<file path="config.mk">
export PLATFORM = sky130hd
export DESIGN_NAME = xvec2_vscale_vstore_seq
export DESIGN_NICKNAME = d
export VERILOG_FILES = /design/src/rtl/xvec2_vscale_vstore_seq.sv
export SDC_FILE = /design/constraint.sdc
export NUM_CORES = 1
export LEC_CHECK = 0
export ABC_AREA = 0
export BUFFER_PORTS_ARGS = -buffer_cell sky130_fd_sc_hd__buf_2
export CORE_MARGIN = 2
export CORE_UTILIZATION = 40
export CTS_CLUSTER_SIZE = 28
export DETAILED_ROUTE_END_ITERATION = 8
export SYNTH_ARGS = -nofsm -noshare
export SYNTH_HDL_FRONTEND = slang
export SYNTH_SLANG_ARGS = --single-unit
</file>
<file path="constraint.sdc">
create_clock -name clk -period 5.4 [get_ports clk]
set_input_delay 0.54 -clock clk [delete_from_list [all_inputs] [get_ports clk]]
set_output_delay 0.54 -clock clk [all_outputs]
set_load 0.03 [all_outputs]
</file>
<file path="src/rtl/xvec2_vscale_vstore_seq.sv">
// Vector store sequencer: snapshots one 4-lane vector register group, then issues
// one word store per enabled lane at base + lane*stride, lowest lane first.
module xvec2_vscale_vstore_seq #(
   localparam int XPR_LEN        = 32,
   localparam int VEC_SIZE       = 4,
   localparam int VEC_XPR_LEN    = 128,
   localparam int REG_ADDR_WIDTH = 5
) (
   input  logic                      clk,
   input  logic                      reset,
   input  logic                      cmd_valid,
   output logic                      cmd_ready,
   input  logic [REG_ADDR_WIDTH-1:0] cmd_vs,
   input  logic [XPR_LEN-1:0]        cmd_base,
   input  logic [XPR_LEN-1:0]        cmd_stride,
   input  logic [VEC_SIZE-1:0]       cmd_mask,
   output logic [REG_ADDR_WIDTH-1:0] vf_ra,
   input  logic [VEC_XPR_LEN-1:0]    vf_rd,
   output logic                      mem_req_valid,
   input  logic                      mem_req_ready,
   output logic [XPR_LEN-1:0]        mem_req_addr,
   output logic [XPR_LEN-1:0]        mem_req_wdata,
   input  logic                      kill,
   output logic                      busy,
   output logic                      done
);

   typedef enum logic [1:0] {IDLE, READ, SEND, DONE} state_t;

   state_t                      state_q, state_d;
   logic [REG_ADDR_WIDTH-1:0]   grp_q;
   logic [XPR_LEN-1:0]          base_q;
   logic signed [XPR_LEN-1:0]   stride_q;
   logic [VEC_SIZE-1:0]         mask_q;
   logic [1:0]                  lane_q;
   logic [VEC_XPR_LEN-1:0]      snap_q;
   logic [2:0]                  first_pick, next_pick;
   logic [XPR_LEN-1:0]          lane_off;
   logic                        unused_vs;

   // Lowest enabled lane at or above 'from'; bit 2 set means no such lane.
   function automatic logic [2:0] pick_lane(input logic [VEC_SIZE-1:0] m, input logic [2:0] from);
      logic [2:0] r;
      r = 3'b100;
      for (int i = VEC_SIZE - 1; i >= 0; i--)
         if (m[i] && (3'(i) >= from)) r = {1'b0, 2'(i)};
      return r;
   endfunction

   assign unused_vs  = ^cmd_vs[1:0];
   assign first_pick = pick_lane(mask_q, 3'd0);
   assign next_pick  = pick_lane(mask_q, {1'b0, lane_q} + 3'd1);

   always_ff @(posedge clk) begin
      if (reset) begin
         state_q  <= IDLE;
         grp_q    <= '0;
         base_q   <= '0;
         stride_q <= '0;
         mask_q   <= '0;
         lane_q   <= '0;
      end else begin
         state_q <= state_d;
         if (state_q == IDLE && cmd_valid) begin
            grp_q    <= {cmd_vs[4:2], 2'b00};
            base_q   <= cmd_base;
            stride_q <= $signed(cmd_stride);
            mask_q   <= cmd_mask;
         end
         if (state_q == READ)
            lane_q <= first_pick[1:0];
         if (state_q == SEND && mem_req_ready && !next_pick[2])
            lane_q <= next_pick[1:0];
      end
   end

   // Snapshot isolates the in-flight command from later vector-file writes.
   always_ff @(posedge clk) begin
      if (state_q == READ) snap_q <= vf_rd;
   end

   always_comb begin
      state_d = state_q;
      case (state_q)
         IDLE: if (cmd_valid) state_d = READ;
         READ: state_d = first_pick[2] ? DONE : SEND;
         SEND: if (mem_req_ready && next_pick[2]) state_d = DONE;
         DONE: state_d = IDLE;
         default: state_d = IDLE;
      endcase
      if (kill && state_q != IDLE) state_d = IDLE;
   end

   always_comb begin
      cmd_ready     = (state_q == IDLE);
      busy          = (state_q != IDLE);
      mem_req_valid = (state_q == SEND);
      done          = (state_q == DONE);
   end

   // lane*stride for lane in 0..3 as a shift-add; wraps modulo 2^32.
   assign lane_off      = (lane_q[1] ? $unsigned(stride_q <<< 1) : '0) +
                          (lane_q[0] ? $unsigned(stride_q) : '0);
   assign mem_req_addr  = base_q + lane_off;
   assign mem_req_wdata = snap_q[{lane_q, 5'b00000} +: XPR_LEN];
   assign vf_ra         = grp_q;

endmodule

</file>
# Word level (Yosys, flattened, before mapping)
# Index checks and enable logic that the tools add are counted.
[op_classes]
n_addsub = 3
order_cmp = 4
n_eq_ne = 5
shift = 1
mux = 16
reduce_logical = 15
[ops]
columns = ["cell", "count"]
rows = [
  ["$shiftx 128x8->32", 1],
  ["$add 32x32->32", 2],
  ["$mux 32", 2],
  ["$mux 3", 8],
  ["$logic_and 1x1->1", 9],
  ["$mux 2", 4],
  ["$pmux 2 s4", 1],
  ["$ge 1x3->1 const A", 2],
  ["$ge 2x3->1 const A", 2],
  ["$eq 2x2->1 const B", 2],
  ["$reduce_bool 2->1", 2],
  ["$add 2x1->3 const B", 1],
  ["$eq 2x1->1 const B", 1],
  ["$logic_not 2->1", 1],
  ["$ne 2x1->1 const B", 1],
  ["$ne 2x2->1 const B", 1],
  ["$reduce_and 2->1", 1],
  ["$reduce_or 2->1", 1],
  ["$logic_not 1->1", 1],
  ["$mux 1", 1],
]
[totals]
ff_bits = 203
in_bits = 206
output_inout_bits = 73

# Logic depth before layout (Yosys ltp)
# Gate-level depths: netlist of the first run.
[depth]
word_depth = 10
depth_mapped = 14
depth_no_buf = 12

# Worst setup path after synthesis of the first run
# No wires, ideal clock.
[synth_path]
path_kind = "reg2reg"
from = "register state_q[1]"
to = "register state_q[0]"
setup_time_ps = 86
t_arrival_ps = 4217
required_time_ps = 5314
slack_ps = 1097
stages_incl_launch_ff = 7
path_buffers = 0
synth_period_minus_slack_ps = 4303
path_cell_list = "dfxtp_1 -> inv_1 -> ha_1 -> nand2_1 -> o311ai_0 -> a21oi_1 -> a211oi_1"
[synth_between]
elab_chain_cells = 3
word_cells_on_any_way = 11
cone_classes = "eq/ne (5); mux (1); reduce/logical (5)"
[synth_lines]
columns = ["element", "line", "source"]
rows = [
  ["start, declared", "30", "state_t state_q, state_d;"],
  ["start signal, assigned", "63", "state_q <= state_d;"],
  ["$eq 2x2->1 (tied with other cells)", "84", "case (state_q)"],
  ["$ne 2x1->1 (no line) (tied with other cells)", "--", ""],
  ["$reduce_and 2->1 (no line) / $reduce_or 2->1 (equally long branches)", "--", ""],
]
# Parallel ways exist; a longest one is shown, timed or not.
# A chain may end at the register's enable or synchronous reset.

# Worst setup path in the final report of the first run
[layout_path]
from = "register lane_q[1]"
to = "output mem_req_addr[19]"
[layout_between]
elab_chain_cells = 3
[layout_lines]
columns = ["element", "line", "source"]
rows = [
  ["start, declared", "35", "logic [1:0] lane_q;"],
  ["start signal, assigned", "71", "lane_q <= first_pick[1:0];"],
  ["start signal, assigned", "73", "lane_q <= next_pick[1:0];"],
  ["$mux 32", "102", "assign lane_off = (lane_q[1] ? $unsigned(stride_q <<< 1) : '0) +"],
  ["$add 32x32->32", "102", ""],
  ["$add 32x32->32", "104", "assign mem_req_addr = base_q + lane_off;"],
  ["end, declared", "21", "output logic [XPR_LEN-1:0] mem_req_addr,"],
]
# No other way between the ends.

==> flow_metrics.env, run 1 <==
export IMPL_netlist_area_um2=9940
export IMPL_vias=7183
export IMPL_path_class="flip-flop to primary output"
export IMPL_ioPinCount=279
export IMPL_ant_nets=0
export IMPL_hold_viol_final=0
export IMPL_gp_congestion=0.859
export IMPL_htree_levels=1
export IMPL_drc=0
export IMPL_viasPerCell=4.94
export IMPL_synth_top_area_share_pct=38.7
export IMPL_layout_drive_gt1_share_pct=31.8
export IMPL_fmax_mhz=204
export IMPL_placed_cell_area_um2=11600
export IMPL_fin_worst_skew_ns=0.0129
export IMPL_fin_crit_ns=4.91
export IMPL_r2r_setup_slack_ns=2.63
export IMPL_cts_made_buffers=24
export IMPL_worst_r2r_path_depth=9
export IMPL_grt_pass1_wl_um=37300
export IMPL_r2r_start="lane_q[1]"
export IMPL_dp_hpwl_um=17200
export IMPL_ff_latch_area_um2=5350
export IMPL_grt_pass1_vias=7265
export IMPL_grt_max_degree=81
export IMPL_crit_arrival_ns=4.37
export IMPL_ir_worst_vdd_v=0.000295
export IMPL_max_slew_margin_pct=33.0
export IMPL_nFillCells=2228
export IMPL_place_port_buffers=274
export IMPL_start_util_pct=40.9
export IMPL_ys_seq_elements=203
export IMPL_grt_setup_unrepaired="no"
export IMPL_clock_path_buffers=3
export IMPL_tightest_slew_ns=1.00
export IMPL_clk_pin_slew_ns=0.06
export IMPL_cp_end_kind="primary output"
export IMPL_ys_warnings_count=0
export IMPL_whs_path_depth=1
export IMPL_rows=57
export IMPL_ys_top_cells_by_area="edfxtp_1, dfxtp_1, mux4_2"
export IMPL_yosysTopAreaCell="edfxtp_1"
export IMPL_multi_input_comb_area_um2=4370
export IMPL_max_stage_delay_ns=0.74
export IMPL_antenna_found_initial=8
export IMPL_critPathRequiredTime_ns=4.86
export IMPL_core_area_um2=24300
export IMPL_yosysSeqAreaShare_pct=53.8
export IMPL_die_x_um=162
export IMPL_dieArea_um2=26100
export IMPL_finalSetupViolCount=0
export IMPL_cp_start_kind="flip-flop"
export IMPL_status="finished, final reports clean"
export IMPL_insertion_delay_ns=0.53
export IMPL_synthDistinctLibCells=53
export IMPL_utilization_pct=50.9
export IMPL_total_leakage_power_uw=0.00524
export IMPL_powerDensity_nw_per_um2=454
export IMPL_syn_inst=845
export IMPL_dr_pass1_iters=4
export IMPL_grt_overflow=0
export IMPL_area_delta_synth_final_pct=24.7
export IMPL_wl_um=23800
export IMPL_timing_rr_end="state_q[1]"
export IMPL_ys_flop_type="edfxtp_1"
export IMPL_finalCritPeriodShare_pct=90.8
export IMPL_clockRootBuffer="clkbuf_16"
export IMPL_min_delay_start="vf_rd[3]"
export IMPL_ys_async_sr_fraction_pct=0
export IMPL_critPathBufInv=2
export IMPL_finalMaxSlewViolations=0
export IMPL_post_cts_buffers=0
export IMPL_cts_tree="built"
export IMPL_globalRouteTotalUtil_pct=18.1
export IMPL_design_area_um2=12400
export IMPL_crit_path_top_delay_cell="dfxtp_2"
export IMPL_holdPathEnd="snap_q[3]"
export IMPL_cts_resized=0
export IMPL_dieHeight_um=162
export IMPL_fin_nets=1382
export IMPL_crit_family="compound AO/OA/AOI/OAI gates"
export IMPL_wire_per_inst_um=16.4
export IMPL_synth_edf_count=128
export IMPL_drt_iter0_markers=258
export IMPL_cap_violations=0
export IMPL_crit_fanout=32
export IMPL_tns_ns=0
export IMPL_synth_avg_cell_area_um2=11.8
export IMPL_clock_sinks=203
export IMPL_hold_class="primary input to flip-flop"
export IMPL_postCtsHoldBufs=0
export IMPL_crit_path_cell_trace="nand2_1 -> fa_1 -> inv_1 -> ha_1 -> fa_1 -> a21oi_1 -> o221ai_2 -> o211ai_2 -> a21oi_2 -> a221o_1 -> a21oi_1 -> xnor2_1 -> buf_2"
layer usage:
layer,vias up,share of wire [%],wire length (µm),GRT usage (%)
met5,-,0.23,54,0
met4,8,2.3,541,5.03
met3,44,10,2410,7.70
met2,238,46,11000,29.6
met1,3338,41,9800,21.9
li1,3555,-,-,-
sequential cells by signal (all words and copies together) (netlist names):
signal	count
snap_q	128
base_q	32
stride_q	32
mask_q	4
vf_ra	3
lane_q	2
state_q	2
cells in the final DEF (no fill, tap or decap), types with 2 or more instances in the layout:
| cell | count |
|---|---|
| buf_2 | 274 |
| nand2_1 | 165 |
| edfxtp_1 | 128 |
| a21oi_1 | 109 |
| dfxtp_1 | 73 |
| and2_1 | 62 |
| ha_1 | 34 |
| mux4_2 | 32 |
| fa_1 | 31 |
| clkbuf_16 | 25 |
| xnor2_1 | 20 |
| nor2_1 | 19 |
| o21ai_0 | 18 |
| inv_1 | 16 |
| xor2_1 | 11 |
| a21o_1 | 10 |
| a211oi_1 | 9 |
| nand3_1 | 8 |
| buf_4 | 7 |
| clkbuf_1 | 5 |
| diode_2 | 4 |
| o21bai_1 | 4 |
| and3_1 | 4 |
| clkinv_1 | 4 |
| nor3_1 | 3 |
| o21ai_1 | 3 |
| nand4_1 | 3 |
| a31oi_1 | 3 |
| clkinv_2 | 3 |
| a22oi_1 | 2 |
| a21oi_2 | 2 |
| o211ai_1 | 2 |
| a211oi_2 | 2 |
| nor2b_1 | 2 |
| nand2b_1 | 2 |
| conb_1 | 2 |
worst reg2reg max path, stage by stage, from the launching register on:
cell and delay, ns:
dfxtp_2 0.74, buf_4 0.26, buf_4 0.38, inv_1 0.18, o21ai_0 0.17, o21ai_0 0.12, o21ai_0 0.30, o21ai_0 0.21
mux2i_1 0.15, a211oi_1 0.18
synthesized netlist by cell type (16+ instances only):
cell type,count
o21ai_0,18
inv_1,16
dfxtp_1,75
edfxtp_1,128
clkbuf_1,35
nor2_1,19
mux4_2,32
fa_1,31
xnor2_1,20
nand2_1,166
ha_1,35
and2_1,63
a21oi_1,109
through the flow:
step	hold slack [ns]	setup WS, ns	cells	total power (µW)
2_1_floorplan	0.436	1.10	846	3620
3_3_place_gp	0.440	0.931	1408	4110
3_5_place_dp	0.448	0.925	1408	4130
4_1_cts	0.155	0.356	1450	5700
5_1_grt	0.148	0.204	1454	5940
6_report	0.176	0.495	1454	5620
worst max path at each step:
stage               start          endpoint  slack (ns)  cells after the start
3_3_place_gp    lane_q[1]  mem_req_addr[19]        0.93                     13
4_1_cts         lane_q[1]  mem_req_addr[19]        0.36                     13
3_5_place_dp    lane_q[1]  mem_req_addr[19]        0.93                     13
6_report        lane_q[1]  mem_req_addr[19]        0.49                     13
5_1_grt         lane_q[1]  mem_req_addr[19]        0.20                     13
2_1_floorplan  state_q[1]        state_q[0]        1.10                      6
cell type report:
type	instances	area share, %
Clock inverter	11	0.879
Sequential cell	203	43.2
Multi-Input combinational cell	584	35.3
Inverter	16	0.485
Tap cell	324	3.27
Clock buffer	31	5.31
Timing Repair Buffer	281	11.5
Antenna cell	4	0.0808
cell families (layout without fill, tap and decap cells):
group / Yosys count / in the layout / synth area share (%)
simple gates: 275 / 275 / 12.6
flops: 203 / 203 / 53.8
compound gates: 177 / 177 / 10.5
fa+ha+maj: 66 / 66 / 10.7
buf+inv: 59 / 339 / 2.42
mux: 33 / 33 / 7.35
xor+xnor: 31 / 31 / 2.73
other cells: 1 / 6 / 0.0377
power breakdown:
group / switching (µW) / leakage, µW / internal, µW
Sequential: 185 / 0.00181 / 2160
Combinational: 1150 / 0.00305 / 576
Clock: 640 / 0.000371 / 912
(Power assumes the default switching activity.)
==> inputs of run 2 (changes only) <==
--- a/config.mk
+++ b/config.mk
@@ -8,9 +8,10 @@
 export ABC_AREA = 0
 export BUFFER_PORTS_ARGS = -buffer_cell sky130_fd_sc_hd__buf_2
 export CORE_MARGIN = 2
-export CORE_UTILIZATION = 40
+export CORE_UTILIZATION = 50
 export CTS_CLUSTER_SIZE = 28
 export DETAILED_ROUTE_END_ITERATION = 8
+export PLACE_DENSITY = 0.77
 export SYNTH_ARGS = -nofsm -noshare
 export SYNTH_HDL_FRONTEND = slang
 export SYNTH_SLANG_ARGS = --single-unit
==> run 2 against run 1 <==
  * Clock power down 13%
  * Highest routed layer unchanged
  * Sequential cell count unchanged
  * First-iteration DRC count unchanged
  * Largest cell class unchanged
  * Total power down 3.8%
  * Largest power group unchanged
  * Clock-buffer cell count down 5
  * Clock skew down 0.0025 ns
  * Setup slack better by 0.17 ns
==> flow_metrics.env, run 2 (synthesis gave the netlist of run 1 again) <==
export IMPL_path_depth=13
export IMPL_fmax_mhz=211
export IMPL_cts_made_buffers=21
export IMPL_rows=51
export IMPL_largest_registers="snap_q: 128 flops, base_q: 32 flops, stride_q: 32 flops"
export IMPL_clk_pin_slew_ns=0.06
export IMPL_layout_commonest_cell="buf_2"
export IMPL_place_inst=1348
export IMPL_hold_viol_final=0
export IMPL_insertion_delay_ns=0.50
export IMPL_globalRouteTotalUtil_pct=21.5
export IMPL_post_cts_buffers=0
export IMPL_clockRootBuffer="clkbuf_16"
export IMPL_wire_per_inst_um=16.4
export IMPL_critPathLaunch="lane_q[1]"
export IMPL_cts_resized=0
export IMPL_core_area_um2=19500
export IMPL_dp_hpwl_um=16600
export IMPL_grt_overflow=0
export IMPL_ir_worst_vdd_v=0.000364
export IMPL_grt_pass1_vias=7236
export IMPL_fin_nets=1378
export IMPL_start_util_pct=51.1
export IMPL_finalMaxSlewViolations=0
export IMPL_max_stage_delay_ns=0.66
export IMPL_layout_drive_gt1_share_pct=31.5
export IMPL_fin_worst_skew_ns=0.0104
export IMPL_timing_rr_end="state_q[1]"
export IMPL_cts_tree="built"
export IMPL_place_port_buffers=274
export IMPL_regMostFlops="snap_q"
export IMPL_vias=7188
export IMPL_grt_max_degree=88
export IMPL_final_cell_count_no_fill=1390
export IMPL_crit_path_top_delay_cell="dfxtp_2"
export IMPL_path_class="flip-flop to primary output"
export IMPL_max_slew_margin_pct=26.3
export IMPL_dr_pass1_iters=4
export IMPL_cp_end_kind="primary output"
export IMPL_viasPerCell=5.17
export IMPL_dp_slack_ns=1.11
export IMPL_cap_violations=0
export IMPL_drc=0
export IMPL_powerDensity_nw_per_um2=445
export IMPL_dieArea_um2=21000
export IMPL_tns_ns=0
export IMPL_largest_reg_flops=128
export IMPL_drt_iter0_markers=258
export IMPL_clock_sinks=203
export IMPL_ioPinCount=279
export IMPL_crit_arrival_ns=4.20
export IMPL_critPathBufInv=2
export IMPL_postCtsHoldBufs=0
export IMPL_fin_crit_ns=4.74
export IMPL_status="finished, final reports clean"
export IMPL_area_delta_synth_final_pct=22.4
export IMPL_ant_nets=0
export IMPL_worst_r2r_path_depth=8
export IMPL_total_leakage_power_uw=0.00517
export IMPL_r2r_setup_slack_ns=2.83
export IMPL_crit_top_cell="fa_1"
export IMPL_layout_common_cells="buf_2, nand2_1, edfxtp_1"
export IMPL_cp_start_kind="flip-flop"
export IMPL_clock_path_buffers=3
export IMPL_crit_fanout=32
export IMPL_antenna_found_initial=6
export IMPL_r2r_start="lane_q[0]"
export IMPL_wl_um=22800
export IMPL_nFillCells=1523
export IMPL_crit_family="adder cells"
export IMPL_power_uw=5410
export IMPL_hold_class="primary input to flip-flop"
export IMPL_grt_setup_unrepaired="no"
export IMPL_worst_slack_ns=0.662
export IMPL_finalSetupViolCount=0
export IMPL_cp_endpoint="mem_req_addr[27]"
export IMPL_finalCritPeriodShare_pct=87.7
export IMPL_dieHeight_um=145
export IMPL_critPathRequiredTime_ns=4.86
export IMPL_grt_pass1_wl_um=36200
export IMPL_gp_congestion=0.838
export IMPL_tightest_slew_ns=1.11
export IMPL_htree_levels=1
export IMPL_die_x_um=145
export IMPL_crit_path_cell_trace="nand2_1 -> fa_1 -> inv_1 -> ha_1 -> fa_1 -> a21oi_1 -> o221ai_2 -> o211ai_2 -> a211oi_1 -> or2_1 -> a21boi_1 -> xnor2_1 -> buf_2"
-- run 2: how the worst min path moves through the flow --
stage	from	to	slack [ns]	cells past startpoint
after global placement	vf_ra[3]	vf_ra[3]	0.44	2
after detailed placement	vf_ra[3]	vf_ra[3]	0.45	2
after floorplan	base_q[1]	base_q[1]	0.44	2
final	vf_rd[98]	snap_q[98]	0.20	1
after CTS	vf_rd[126]	snap_q[126]	0.18	1
after global routing	vf_rd[9]	snap_q[9]	0.19	1
-- run 2: cell type report --
class	instances	area (µm²)	area share [%]
sequential	203	5350	44.0
multi-input combinational	584	4370	35.9
timing repair buffer	280	1420	11.6
clock buffer	26	544	4.47
tap	265	332	2.73
clock inverter	11	80.1	0.658
inverter	16	60.1	0.494
antenna	5	12.5	0.103
-- run 2: through the flow --
step,instance area [µm²],hold slack (ns),utilization [%]
floorplan,9940,0.436,-
global placement,11500,0.440,59.2
detailed placement,11500,0.450,59.2
CTS,12200,0.184,62.4
global route,12200,0.191,62.5
finish,12200,0.205,62.5
-- run 2: per-layer routing --
metal | up-vias | wire [µm] | global-route usage (%)
li1 | 3539 | - | -
met1 | 3366 | 8750 | 25.2
met2 | 242 | 11300 | 37.4
met3 | 39 | 1960 | 6.98
met4 | 2 | 723 | 7.28
met5 | - | 13 | 0
-- run 2: worst register-to-register path, delay by kind of cell, from the launching register on --
family	cells	cell delay, ns
AOI/OAI and AO/OA	5	0.96
buffers and inverters	2	0.87
DFF	1	0.50
muxes	1	0.15
-- run 2: power by group --
part	switching (µW)	leakage (µW)	internal (µW)	total, µW
Sequential	182	0.00181	2160	2340
Clock	584	0.000312	762	1350
Combinational	1150	0.00305	573	1720
==> inputs of run 3 (changes only) <==
--- a/config.mk
+++ b/config.mk
@@ -8,10 +8,10 @@
 export ABC_AREA = 0
 export BUFFER_PORTS_ARGS = -buffer_cell sky130_fd_sc_hd__buf_2
 export CORE_MARGIN = 2
-export CORE_UTILIZATION = 50
+export CORE_UTILIZATION = 53
 export CTS_CLUSTER_SIZE = 28
 export DETAILED_ROUTE_END_ITERATION = 8
-export PLACE_DENSITY = 0.77
+export PLACE_DENSITY_LB_ADDON = 0.1
 export SYNTH_ARGS = -nofsm -noshare
 export SYNTH_HDL_FRONTEND = slang
 export SYNTH_SLANG_ARGS = --single-unit
==> run 3 against run 2 <==
  * Global-route usage is 1.1 points higher
  * Sequential cell count is the same
  * Non-clock buffer count up 1
  * Register-to-register slack worse by 0.02 ns
  * Critical path type unchanged
  * Worst hold slack better by 0.010 ns
  * First-iteration DRC count up 74%
  * Setup slack got worse by 0.081 ns
  * Clock-buffer cell count down 1
  * Via count decreased by 0.56%
  * Sequential share of layout area decreased by 0.33 points
  * Final cell count is 2.1% lower
==> flow_metrics.env, run 3 (synthesis gave the netlist of run 1 again) <==
export IMPL_finalCritPeriodShare_pct=89.3
export IMPL_crit_path_top_delay_cell="dfxtp_2"
export IMPL_wire_per_inst_um=16.3
export IMPL_layout_commonest_cell="buf_2"
export IMPL_globalRouteTotalUtil_pct=22.6
export IMPL_grt_pass1_vias=7215
export IMPL_dieArea_um2=19900
export IMPL_ir_worst_vdd_v=0.000362
export IMPL_crit_family="compound AO/OA/AOI/OAI gates"
export IMPL_finalMaxSlewViolations=0
export IMPL_max_slew_margin_pct=21.1
export IMPL_viasPerCell=5.25
export IMPL_total_leakage_power_uw=0.00522
export IMPL_worst_r2r_path_depth=9
export IMPL_antenna_found_initial=6
export IMPL_gp_congestion=0.880
export IMPL_dr_pass1_iters=5
export IMPL_timing_rr_end="state_q[1]"
export IMPL_dp_slack_ns=1.11
export IMPL_wl_um=22200
export IMPL_critPathBufInv=2
export IMPL_critPathLaunch="lane_q[1]"
export IMPL_largest_registers="snap_q: 128 flops, base_q: 32 flops, stride_q: 32 flops"
export IMPL_status="finished, final reports clean"
export IMPL_tightest_slew_ns=1.18
export IMPL_regMostFlops="snap_q"
export IMPL_ant_nets=0
export IMPL_path_class="flip-flop to primary output"
export IMPL_largest_reg_flops=128
export IMPL_cts_tree="built"
export IMPL_clockRootBuffer="clkbuf_16"
export IMPL_postCtsHoldBufs=0
export IMPL_drt_iter0_markers=450
export IMPL_final_cell_count_no_fill=1361
export IMPL_clock_path_buffers=3
export IMPL_fmax_mhz=207
export IMPL_rows=50
export IMPL_finalSetupViolCount=0
export IMPL_cp_start_kind="flip-flop"
export IMPL_dp_hpwl_um=16100
export IMPL_min_delay_start="vf_rd[35]"
export IMPL_place_port_buffers=274
export IMPL_powerDensity_nw_per_um2=455
export IMPL_start_util_pct=53.5
export IMPL_crit_path_cell_trace="nand2_1 -> fa_1 -> inv_1 -> ha_1 -> fa_1 -> a21oi_1 -> o221ai_2 -> o211ai_2 -> a21oi_2 -> a221o_1 -> a21oi_1 -> xnor2_1 -> buf_2"
export IMPL_cts_made_buffers=22
export IMPL_fin_worst_skew_ns=0.0133
export IMPL_cap_violations=0
export IMPL_whs_path_depth=1
export IMPL_max_stage_delay_ns=0.63
export IMPL_core_area_um2=18600
export IMPL_die_x_um=141
export IMPL_grt_pass1_wl_um=35800
export IMPL_layout_common_cells="buf_2, nand2_1, edfxtp_1"
export IMPL_grt_setup_unrepaired="no"
export IMPL_hold_viol_final=0
export IMPL_post_cts_buffers=0
export IMPL_cp_end_kind="primary output"
export IMPL_dieHeight_um=141
export IMPL_worst_slack_ns=0.580
export IMPL_critPathRequiredTime_ns=4.86
export IMPL_grt_max_degree=95
export IMPL_htree_levels=1
export IMPL_fin_crit_ns=4.82
export IMPL_r2r_start="lane_q[1]"
export IMPL_r2r_setup_slack_ns=2.81
export IMPL_place_inst=1318
export IMPL_cts_resized=0
export IMPL_area_delta_synth_final_pct=23.4
export IMPL_layout_drive_gt1_share_pct=31.9
export IMPL_holdPathEnd="snap_q[35]"
export IMPL_crit_arrival_ns=4.28
export IMPL_drc=0
export IMPL_tns_ns=0
export IMPL_hold_class="primary input to flip-flop"
export IMPL_vias=7148
export IMPL_ioPinCount=279
export IMPL_crit_fanout=24
export IMPL_insertion_delay_ns=0.50
export IMPL_fin_nets=1380
export IMPL_clock_sinks=203
export IMPL_grt_overflow=0
export IMPL_clk_pin_slew_ns=0.06
run 3: cell types whose count changed in the layout (fill, tap and decap cells not counted), moves of 2 or more:
cell,change
clkbuf_1,-3
clkinvlp_2,+2
bufinv_16,+3
clkbuf_16,+2
clkinv_2,-3
run 3: final cells by class:
class | instances | area [µm²]
Antenna cell | 5 | 12.5
Clock buffer | 25 | 583
Clock inverter | 13 | 164
Fill cell | 1482 | 6320
Inverter | 16 | 60.1
Multi-Input combinational cell | 584 | 4370
Sequential cell | 203 | 5350
Tap cell | 234 | 293
Timing Repair Buffer | 281 | 1420
run 3: worst reg2reg max path: stages, from the launching register on:
cell,delay [ns]
dfxtp_2,0.63
buf_4,0.29
buf_4,0.42
inv_1,0.12
o21ai_0,0.16
o21ai_0,0.13
o21ai_0,0.23
o21ai_0,0.17
mux2i_1,0.15
a211oi_1,0.18
run 3: metrics by stage:
step           util (%)  instance area [µm²]  hold slack (ns)  power, µW
6_report           66.0                12300            0.215       5580
2_1_floorplan         -                 9940            0.436       3620
5_1_grt            66.0                12300            0.190       5890
3_5_place_dp       61.9                11500            0.446       4100
4_1_cts            65.9                12200            0.200       5650
3_3_place_gp       61.9                11500            0.440       4080
run 3: how the worst max path moves through the flow:
stage	end	slack (ns)	cells after the start
finish	mem_req_addr[19]	0.58	13
global route	mem_req_addr[19]	0.23	13
CTS	mem_req_addr[19]	0.55	13
detailed placement	mem_req_addr[19]	1.11	13
global placement	mem_req_addr[19]	1.14	13
floorplan	state_q[0]	1.10	6
run 3: metal layers:
layer	track usage, %	vias up	part of all wire [%]
met5	0	-	0
met4	6.42	0	1.4
met3	7.13	19	8.8
met2	37.8	252	49
met1	28.6	3335	40
li1	-	3542	-
run 3: report_power, final:
group	internal [µW]	switching (µW)	leakage, µW	total (µW)
clock	960	575	0.000359	1540
sequential	2160	177	0.00181	2340
combinational	576	1130	0.00305	1710
total	3700	1890	0.00522	5580
